===== src/rtl/fpu_shift_pkg.sv =====
// Shared types and helpers for the pipelined alignment shifter.
package fpu_shift_pkg;

    typedef enum logic [1:0] {
        SRL  = 2'b00,
        SRA  = 2'b01,
        SLL  = 2'b10,
        RSVD = 2'b11
    } shift_op_e;

    // Pipeline registers needed for sa_w log levels grouped lps per stage.
    function automatic int num_stages(input int sa_w, input int lps);
        return (sa_w + lps - 1) / lps;
    endfunction

endpackage


===== src/rtl/align_shifter_pipe_shift_level.sv =====
// One combinational log-shifter level (module shift_level).
// Guard/round/sticky tracking is built only when STICKY_EN is defined.
module shift_level #(
    parameter int WIDTH = 24,
    parameter int DIST  = 1
) (
    input  logic             en,
    input  logic             left,
    input  logic [WIDTH-1:0] data_in,
    input  logic [2:0]       grs_in,
    output logic [WIDTH-1:0] data_out,
    output logic [2:0]       grs_out
);

    always_comb begin
        data_out = data_in;
        if (en) begin
            data_out = left ? (data_in << DIST) : (data_in >> DIST);
        end
    end

`ifdef STICKY_EN
    localparam int EW = WIDTH + 2;

    logic [EW-1:0] ext;
    logic [EW-1:0] lost_mask;
    logic [1:0]    gr_next;

    // Right shifts always fill with zero here, so G/R/S see only operand bits.
    always_comb begin
        ext       = {data_in, grs_in[2:1]};
        lost_mask = ~({EW{1'b1}} << DIST);
        gr_next   = 2'(ext >> DIST);
        grs_out   = grs_in;
        if (en && !left) begin
            grs_out = {gr_next, grs_in[0] | (|(ext & lost_mask))};
        end
    end
`else
    logic unused_grs;
    assign unused_grs = ^grs_in;
    assign grs_out    = 3'b000;
`endif

endmodule


===== src/rtl/align_shifter_pipe.sv =====
// Pipelined SRL/SRA/SLL alignment shifter with valid/ready flow control.
// Define STICKY_EN to build the guard/round/sticky outputs; otherwise they read 0.
module align_shifter_pipe
    import fpu_shift_pkg::*;
#(
    parameter int WIDTH         = 24,
    parameter int SA_W          = $clog2(WIDTH) + 1,
    parameter int LVL_PER_STAGE = 2
) (
    input  logic             clk,
    input  logic             rst_n,
    input  logic             in_valid,
    output logic             in_ready,
    input  logic [WIDTH-1:0] data_in,
    input  logic [SA_W-1:0]  shift_amount,
    input  logic [1:0]       op,
    output logic             out_valid,
    input  logic             out_ready,
    output logic [WIDTH-1:0] data_out,
    output logic             guard_out,
    output logic             round_out,
    output logic             sticky_out
);

    localparam int NS = num_stages(SA_W, LVL_PER_STAGE);

    // Per-level chain, indexed by evaluation position (0 = MSB level).
    logic      [SA_W-1:0][WIDTH-1:0] lin_data, lout_data;
    logic      [SA_W-1:0][2:0]       lin_grs, lout_grs;
    logic      [SA_W-1:0][SA_W-1:0]  lin_amt;
    shift_op_e [SA_W-1:0]            lin_op;
    logic      [SA_W-1:0]            lin_sign;

    logic      [NS-1:0][WIDTH-1:0]   st_data;
    logic      [NS-1:0][SA_W-1:0]    st_amt;
    shift_op_e [NS-1:0]              st_op;
    logic      [NS-1:0]              st_sign, st_valid;
`ifdef STICKY_EN
    logic      [NS-1:0][2:0]         st_grs;
`endif
    logic      [NS:0]                rdy;
    logic      [WIDTH-1:0]           fill_vec;

    for (genvar p = 0; p < SA_W; p++) begin : g_lvl
        localparam int LI = SA_W - 1 - p;

        if (p == 0) begin : g_src_in
            assign lin_data[p] = data_in;
            assign lin_grs[p]  = 3'b000;
            assign lin_amt[p]  = shift_amount;
            assign lin_op[p]   = shift_op_e'(op);
            assign lin_sign[p] = data_in[WIDTH-1];
        end else if (p % LVL_PER_STAGE == 0) begin : g_src_reg
            assign lin_data[p] = st_data[p/LVL_PER_STAGE - 1];
`ifdef STICKY_EN
            assign lin_grs[p]  = st_grs[p/LVL_PER_STAGE - 1];
`else
            assign lin_grs[p]  = 3'b000;
`endif
            assign lin_amt[p]  = st_amt[p/LVL_PER_STAGE - 1];
            assign lin_op[p]   = st_op[p/LVL_PER_STAGE - 1];
            assign lin_sign[p] = st_sign[p/LVL_PER_STAGE - 1];
        end else begin : g_src_comb
            assign lin_data[p] = lout_data[p-1];
            assign lin_grs[p]  = lout_grs[p-1];
            assign lin_amt[p]  = lin_amt[p-1];
            assign lin_op[p]   = lin_op[p-1];
            assign lin_sign[p] = lin_sign[p-1];
        end

        shift_level #(
            .WIDTH (WIDTH),
            .DIST  (1 << LI)
        ) u_lvl (
            .en       (lin_amt[p][LI]),
            .left     (lin_op[p] == SLL),
            .data_in  (lin_data[p]),
            .grs_in   (lin_grs[p]),
            .data_out (lout_data[p]),
            .grs_out  (lout_grs[p])
        );
    end

    // Sign fill is applied once at the end so the levels stay zero-filling.
    assign fill_vec = (lin_op[SA_W-1] == SRA && lin_sign[SA_W-1])
                      ? ~({WIDTH{1'b1}} >> lin_amt[SA_W-1]) : '0;

    for (genvar k = 0; k < NS; k++) begin : g_stg
        localparam int LP = ((((k + 1) * LVL_PER_STAGE) < SA_W) ?
                             ((k + 1) * LVL_PER_STAGE) : SA_W) - 1;

        logic             up_valid;
        logic [WIDTH-1:0] nxt_data;
        logic             valid_q;
        logic             sign_q;
        logic [WIDTH-1:0] data_q;
        logic [SA_W-1:0]  amt_q;
        shift_op_e        op_q;

        if (k == 0) begin : g_up_in
            assign up_valid = in_valid;
        end else begin : g_up_stg
            assign up_valid = st_valid[k-1];
        end

        if (k == NS - 1) begin : g_fill
            assign nxt_data = lout_data[LP] | fill_vec;
        end else begin : g_pass
            assign nxt_data = lout_data[LP];
        end

        assign rdy[k] = !valid_q || rdy[k+1];

        always_ff @(posedge clk) begin
            if (!rst_n) begin
                valid_q <= 1'b0;
                data_q  <= '0;
                amt_q   <= '0;
                op_q    <= SRL;
                sign_q  <= 1'b0;
            end else if (rdy[k]) begin
                valid_q <= up_valid;
                if (up_valid) begin
                    data_q <= nxt_data;
                    amt_q  <= lin_amt[LP];
                    op_q   <= lin_op[LP];
                    sign_q <= lin_sign[LP];
                end
            end
        end

`ifdef STICKY_EN
        logic [2:0] grs_q;

        always_ff @(posedge clk) begin
            if (!rst_n) begin
                grs_q <= 3'b000;
            end else if (rdy[k] && up_valid) begin
                grs_q <= lout_grs[LP];
            end
        end

        assign st_grs[k] = grs_q;
`endif

        assign st_valid[k] = valid_q;
        assign st_data[k]  = data_q;
        assign st_amt[k]   = amt_q;
        assign st_op[k]    = op_q;
        assign st_sign[k]  = sign_q;
    end

    assign rdy[NS]   = out_ready;
    assign in_ready  = rdy[0];
    assign out_valid = st_valid[NS-1];
    assign data_out  = st_data[NS-1];

    logic unused_tail;
    assign unused_tail = ^{st_amt[NS-1], st_op[NS-1], st_sign[NS-1]};

`ifdef STICKY_EN
    assign guard_out  = st_grs[NS-1][2];
    assign round_out  = st_grs[NS-1][1];
    assign sticky_out = st_grs[NS-1][0];
`else
    logic unused_grs;
    assign unused_grs = ^lout_grs;
    assign guard_out  = 1'b0;
    assign round_out  = 1'b0;
    assign sticky_out = 1'b0;
`endif

endmodule


===== config.mk =====
export PLATFORM = sky130hd
export DESIGN_NAME = align_shifter_pipe
export DESIGN_NICKNAME = d
export VERILOG_FILES = /design/src/rtl/fpu_shift_pkg.sv /design/src/rtl/align_shifter_pipe_shift_level.sv /design/src/rtl/align_shifter_pipe.sv
export SDC_FILE = /design/constraint.sdc
export NUM_CORES = 1
export LEC_CHECK = 0
export ABC_AREA = 1
export BUFFER_PORTS_ARGS = -buffer_cell sky130_fd_sc_hd__buf_4
export CAP_MARGIN = 20
export CORE_UTILIZATION = 45
export DETAILED_ROUTE_END_ITERATION = 10
export PLACE_DENSITY = 0.71
export SLEW_MARGIN = 15
export SYNTH_ARGS = -nofsm -noshare
export SYNTH_HDL_FRONTEND = slang
export SYNTH_SLANG_ARGS = --single-unit

===== constraint.sdc =====
create_clock -name clk -period 1.94 [get_ports clk]
set_clock_uncertainty 0.05 [all_clocks]
set_input_delay 0.388 -clock clk [delete_from_list [all_inputs] [get_ports clk]]
set_output_delay 0.388 -clock clk [all_outputs]
set_load 0.005 [all_outputs]

Yosys cells after proc, flatten, opt, wreduce, memory -nomap -nowiden
Cells that the tools add are included.
Cells by class
  add/sub/neg operators: 0
  $mul: 0
  divide/modulo/power cells: 0
  order comparisons: 0
  equality and inequality tests: 4
  shift-type cells: 1
  mux-type cells: 12
  bitwise logic cells: 2
  reduce and logical (&&, ||, !) cells: 10
Operator list (count)
  $mux W24: 12
  $not A24 Y24: 1
  $or A24 B24 Y24: 1
  $shr A24 B6 Y24 const A: 1
  $eq A2 B2 Y1 const B: 3
  $reduce_and A2 Y1: 3
  $logic_not A1 Y1: 3
  $logic_or A1 B1 Y1: 3
  $eq A2 B1 Y1 const B: 1
  $logic_and A1 B1 Y1: 1
Word-level totals
  bits in registers: 93
  bits in latches: 0
  bits in writable memories: 0
  ROM bits: 0
  input port bits: 36
  output and inout bits: 29
  memories kept: 0

Logic depth before layout (Yosys ltp)
  depth in word-level cells: 6
  mapped depth: 11
  depth with buffers taken out: 10

Cells and area by module
A second synthesis with hierarchy kept.
Unflattened totals
  cells, all modules: 1120
  area, all modules: 6522.5 µm²
Modules (own cells, without submodules)
  align_shifter_pipe: times used 1, cells an instance 493, area each 3657.3 µm², seq. area each 1861.8 µm²
  shift_level at g_lvl[4].u_lvl: times used 1, cells an instance 147, area each 629.4 µm², seq. area each 0.0 µm²
  shift_level at g_lvl[5].u_lvl: times used 1, cells an instance 153, area each 629.4 µm², seq. area each 0.0 µm²
  shift_level at g_lvl[2].u_lvl: times used 1, cells an instance 94, area each 519.2 µm², seq. area each 0.0 µm²
  shift_level at g_lvl[3].u_lvl: times used 1, cells an instance 104, area each 509.2 µm², seq. area each 0.0 µm²
  shift_level at g_lvl[1].u_lvl: times used 1, cells an instance 75, area each 349.1 µm², seq. area each 0.0 µm²
  shift_level at g_lvl[0].u_lvl: times used 1, cells an instance 54, area each 229.0 µm², seq. area each 0.0 µm²

Worst setup path before layout
OpenSTA, ideal clock, no wires.
  path kind: input to register
  from: in out_ready
  to: reg g_stg[2].data_q[3], in the netlist data_out[3]
  arrival: 1.173 ns
  path slack: 0.600 ns
  stages: 10
  buffers on the path: 1
  cells stage by stage: inv_1 nand2_1 nand2_1 inv_2 buf_6 nand2_1 nor2_1 nand2_1 nor2_1 nor2_1
Between the ends
  cells in the longest elaborated chain, start to end: 2
Ends and longest elaborated chain
  from (decl): RTL line align_shifter_pipe.sv:18  | input logic out_ready,
  $logic_or A1 B1 Y1: RTL line align_shifter_pipe.sv:112  | assign rdy[k] = !valid_q || rdy[k+1];
  $reduce_and A2 Y1 (no line)
  to (signal assigned): RTL line align_shifter_pipe.sv:124  | data_q <= nxt_data;
  to (decl): RTL line align_shifter_pipe.sv:96  | logic [WIDTH-1:0] data_q;
Every way passes these cells.
A chain may end at the register's enable or synchronous reset.

Worst setup path in the final report
  from: reg g_stg[0].op_q[0]
  to: reg g_stg[1].data_q[0]
Between the ends
  cells in the longest elaborated chain, start to end: 5
Ends and longest elaborated chain
  from (decl): RTL line align_shifter_pipe.sv:98  | shift_op_e op_q;
  from (signal assigned): RTL line align_shifter_pipe.sv:126  | op_q <= lin_op[LP];
  $eq A2 B2 Y1 (*): RTL line align_shifter_pipe.sv:76  | .left (lin_op[p] == SLL),
  $mux W24: RTL line align_shifter_pipe_shift_level.sv:18  | data_out = left ? (data_in << DIST) : (data_in >> DIST);
  $mux W24: RTL line align_shifter_pipe_shift_level.sv:17  | if (en) begin
  $mux W24: RTL line align_shifter_pipe_shift_level.sv:18
  $mux W24 (*): RTL line align_shifter_pipe_shift_level.sv:17
  to (signal assigned): RTL line align_shifter_pipe.sv:124
  to (decl): RTL line align_shifter_pipe.sv:96
Mark *: on every way between the ends. The rest lies on a longest branch, timed or not.

==> flow_metrics.tcl <==
set metrics [dict create \
    whs_path_depth 3 \
    clkTransAtPathRegs_ns 0.07 \
    min_from "shift_amount[1]" \
    reg2reg_from "g_stg[0].op_q[0]$_SDFFE_PN0P_" \
    clk_path_buf_depth 2 \
    leakagePower_uw 0.002939 \
    fin_crit_ns 1.672 \
    async_flop_share_pct 0 \
    path_class "reg -> reg" \
    seq_power_share_pct 44.1 \
    grt_usage_pct 26.50 \
    dp_slack_ns 0.3002 \
    whs_endpoint "g_stg[0].amt_q[1]$_SDFFE_PN0P_" \
    via_per_inst 5.384 \
    synth_enable_flop_cells 0 \
    synth_top_area_share_pct 32.18 \
    clockPowerShare_pct 36.8 \
    cp_num_buf_inv 3 \
    intPower_uw 3361 \
    cts_resized 0 \
    postCtsSetupBuffers 0 \
    drt_iter0_markers 376 \
    drtAntennaViolNets 0 \
    netlist_area_sq_um 5786 \
    stdcell_area_sq_um 6593 \
    max_freq_ghz 0.5982 \
    place.port_buffers 61 \
    start_util_pct 46.03 \
    io-pin-count 65 \
    ys_seq_elements 93 \
    r2r-end "g_stg[1].data_q[0]$_SDFFE_PN0P_" \
    ys_seq_area_share_pct 32.18 \
    finalHoldViolCount 0 \
    num_vias 6122 \
    postSynthAreaPerCell_sq_um 6.241 \
    dr.pass1.iters 5 \
    synth_area_leader_cell "dfxtp_1" \
    power.density_nw_per_um2 727.9 \
    arrival_ns 1.87 \
    cts_tree "built" \
    drt-total-wl_um 16520 \
    drive_above_1_share_pct 15.44 \
    core.rowCount 41 \
    whs_ns 0.2477 \
    rrSetupSlack_ns 0.27 \
    combPwrFrac_pct 19.1 \
    ff2ff_path_depth 8 \
    finalNetCount 997 \
    setup_viol 0 \
    n_antenna_cell 0 \
    crit_chain "inv_2 > nand2_4 > nand2_4 > clkinv_1 > nand2_1 > nand2_1 > o21ai_0 > inv_1" \
    max_stage_delay_ns 0.38 \
    slowest_stage "dfxtp_1" \
    cp.required_ns 2.14 \
    synthCells 927 \
    numCtsBuffers 9 \
    grt_pass1_vias 5616 \
    run_status "finished, final reports clean" \
    die_h_um 115.4 \
    cts-root-buf "clkbuf_16" \
    grt_max_degree 42 \
    rsz0062_at_grt "false" \
    chipWidth_um 115.4 \
    regArea_sq_um 1862 \
    antenna_found_initial 0 \
    fillers 1321 \
    clock-sinks 93 \
    drc_errors 0 \
    postPlaceCellArea_sq_um 6304 \
    ir_drop_mv 0.4860 \
    grt_pass1_wl_um 27380 \
    die-area_sq_um 13310 \
    max-slew-margin-rel_pct 55.47 \
    fin_tns_setup_ns 0 \
    switching_share_pct 29.97 \
    synth_area_leaders "dfxtp_1 32%, nand3_1 14%, nand2_1 13%" \
    tightest_slew_ns 0.6672 \
    core-area_sq_um 12570 \
    areaGrowthSynthToFinish_pct 13.95 \
    cpLargestDelayFamily "simple AND/OR/NAND/NOR gates" \
    h-tree-depth 3 \
    crit_fanout 18 \
    clk-insertion-delay-late_ns 0.35 \
    yosys_warnings 0 \
    power.switching_uw 1438 \
    globalplace.congestion 0.9506 \
    wire_per_inst_um 14.53 \
    ys.flop_type "dfxtp_1" \
    hold_buffers 0 \
    endpoint_kind "flop" \
    dp_hpwl_um 12100 \
    multi_input_comb_area_sq_um 3312 \
    synthDistinctLibCells 30 \
    hp-class "in -> reg" \
    start_kind "flop" \
    fin_crit_sh_pct 86.17 \
    setup_ws_ns 0.2682 \
    max_cap_violations 0 \
    overflow 0 \
    final_max_slew_viol_count 0 \
]
## metal layers
metal / wire [um] / GRT usage (%) / up-vias
met1: 7319 / 33.22 / 2752
met4: 704 / 13.77 / 0
met5: 0 / 0 / -
met3: 794 / 5.113 / 46
met2: 7703 / 43.15 / 200
li1: - / - / 3124
## power by group through the flow
stage                     sequential [uW]  combinational (uW)  clock, uW
after floorplan                      2130                 665          0
after global placement               2150                 900          0
after detailed placement             2160                 906          0
after CTS                            2110                 911       1790
after global routing                 2130                1030       1860
final                                2120                 918       1760
## tightest hold or removal path: cells and delay by family
| kind | cells | cell delay (ns) |
|---|---|---|
| AOI/OAI and AO/OA | 1 | 0.07 |
| buffers and inverters | 1 | 0.07 |
| and+or+nand+nor | 1 | 0.08 |
## worst max path at each step
stage	start	end	slack, ns	cells past startpoint
2_1_floorplan	out_ready	data_out[3]$_SDFFE_PN0P_	0.60	10
3_5_place_dp	out_ready	g_stg[1].data_q[5]$_SDFFE_PN0P_	0.30	8
4_1_cts	g_stg[0].op_q[0]$_SDFFE_PN0P_	g_stg[1].data_q[0]$_SDFFE_PN0P_	0.30	8
6_report	g_stg[0].op_q[0]$_SDFFE_PN0P_	g_stg[1].data_q[0]$_SDFFE_PN0P_	0.27	8
5_1_grt	g_stg[0].op_q[0]$_SDFFE_PN0P_	g_stg[1].data_q[0]$_SDFFE_PN0P_	0.12	8
3_3_place_gp	g_stg[0].op_q[0]$_SDFFE_PN0P_	g_stg[1].data_q[0]$_SDFFE_PN0P_	0.32	8
## state kept, by name (all words and copies together) (netlist names)
register	cells
data_out	24
g_stg.amt_q	12
g_stg.data_q	48
g_stg.op_q	4
g_stg.sign_q	2
g_stg.valid_q	2
out_valid	1
## cells in the mapped netlist (3+ instances only)
cell      number
inv_2         10
o21ai_1       17
dfxtp_1       93
buf_4         10
o22ai_1       17
nand3_2       12
a21oi_1       58
o211ai_1       3
or2_2         18
inv_1         57
nor2_2         4
nor2_1       129
nand3_1      160
buf_6          9
nand2_4        4
o21ai_0       76
buf_2         23
nand2_1      196
clkbuf_1      15
## stage by stage
stage                     total power, uW  utilization [%]  instances
final                                4799            52.45       1137
after global routing                 5027            52.45       1137
after CTS                            4815            52.45       1137
after detailed placement             3063            50.15       1122
after global placement               3055            50.15       1122
after floorplan                      2795                -        929
## area by class of cell
cell class | count | share of cell area, %
timing repair buffer | 80 | 9.869
tap | 172 | 3.264
sequential | 93 | 28.24
multi-input combinational | 707 | 50.24
clock inverter | 5 | 0.9110
inverter | 70 | 4.005
clock buffer | 10 | 3.473
## logic make-up after synthesis
group                  synth area share [%]
flip-flops                            32.18
AND/OR/NAND/NOR                       41.41
other                               0.06482
AO/OA/AOI/OAI                         15.64
buffers and inverters                 10.71
## placed cells by master (no fill, tap or decap), types with 17 or more instances in the layout
master	n
a21oi_1	58
buf_4	76
dfxtp_1	93
inv_1	57
nand2_1	196
nand3_1	160
nor2_1	129
o21ai_0	76
o21ai_1	17
o22ai_1	17
or2_2	18
Note: power is estimated with default switching activity, not from simulation.
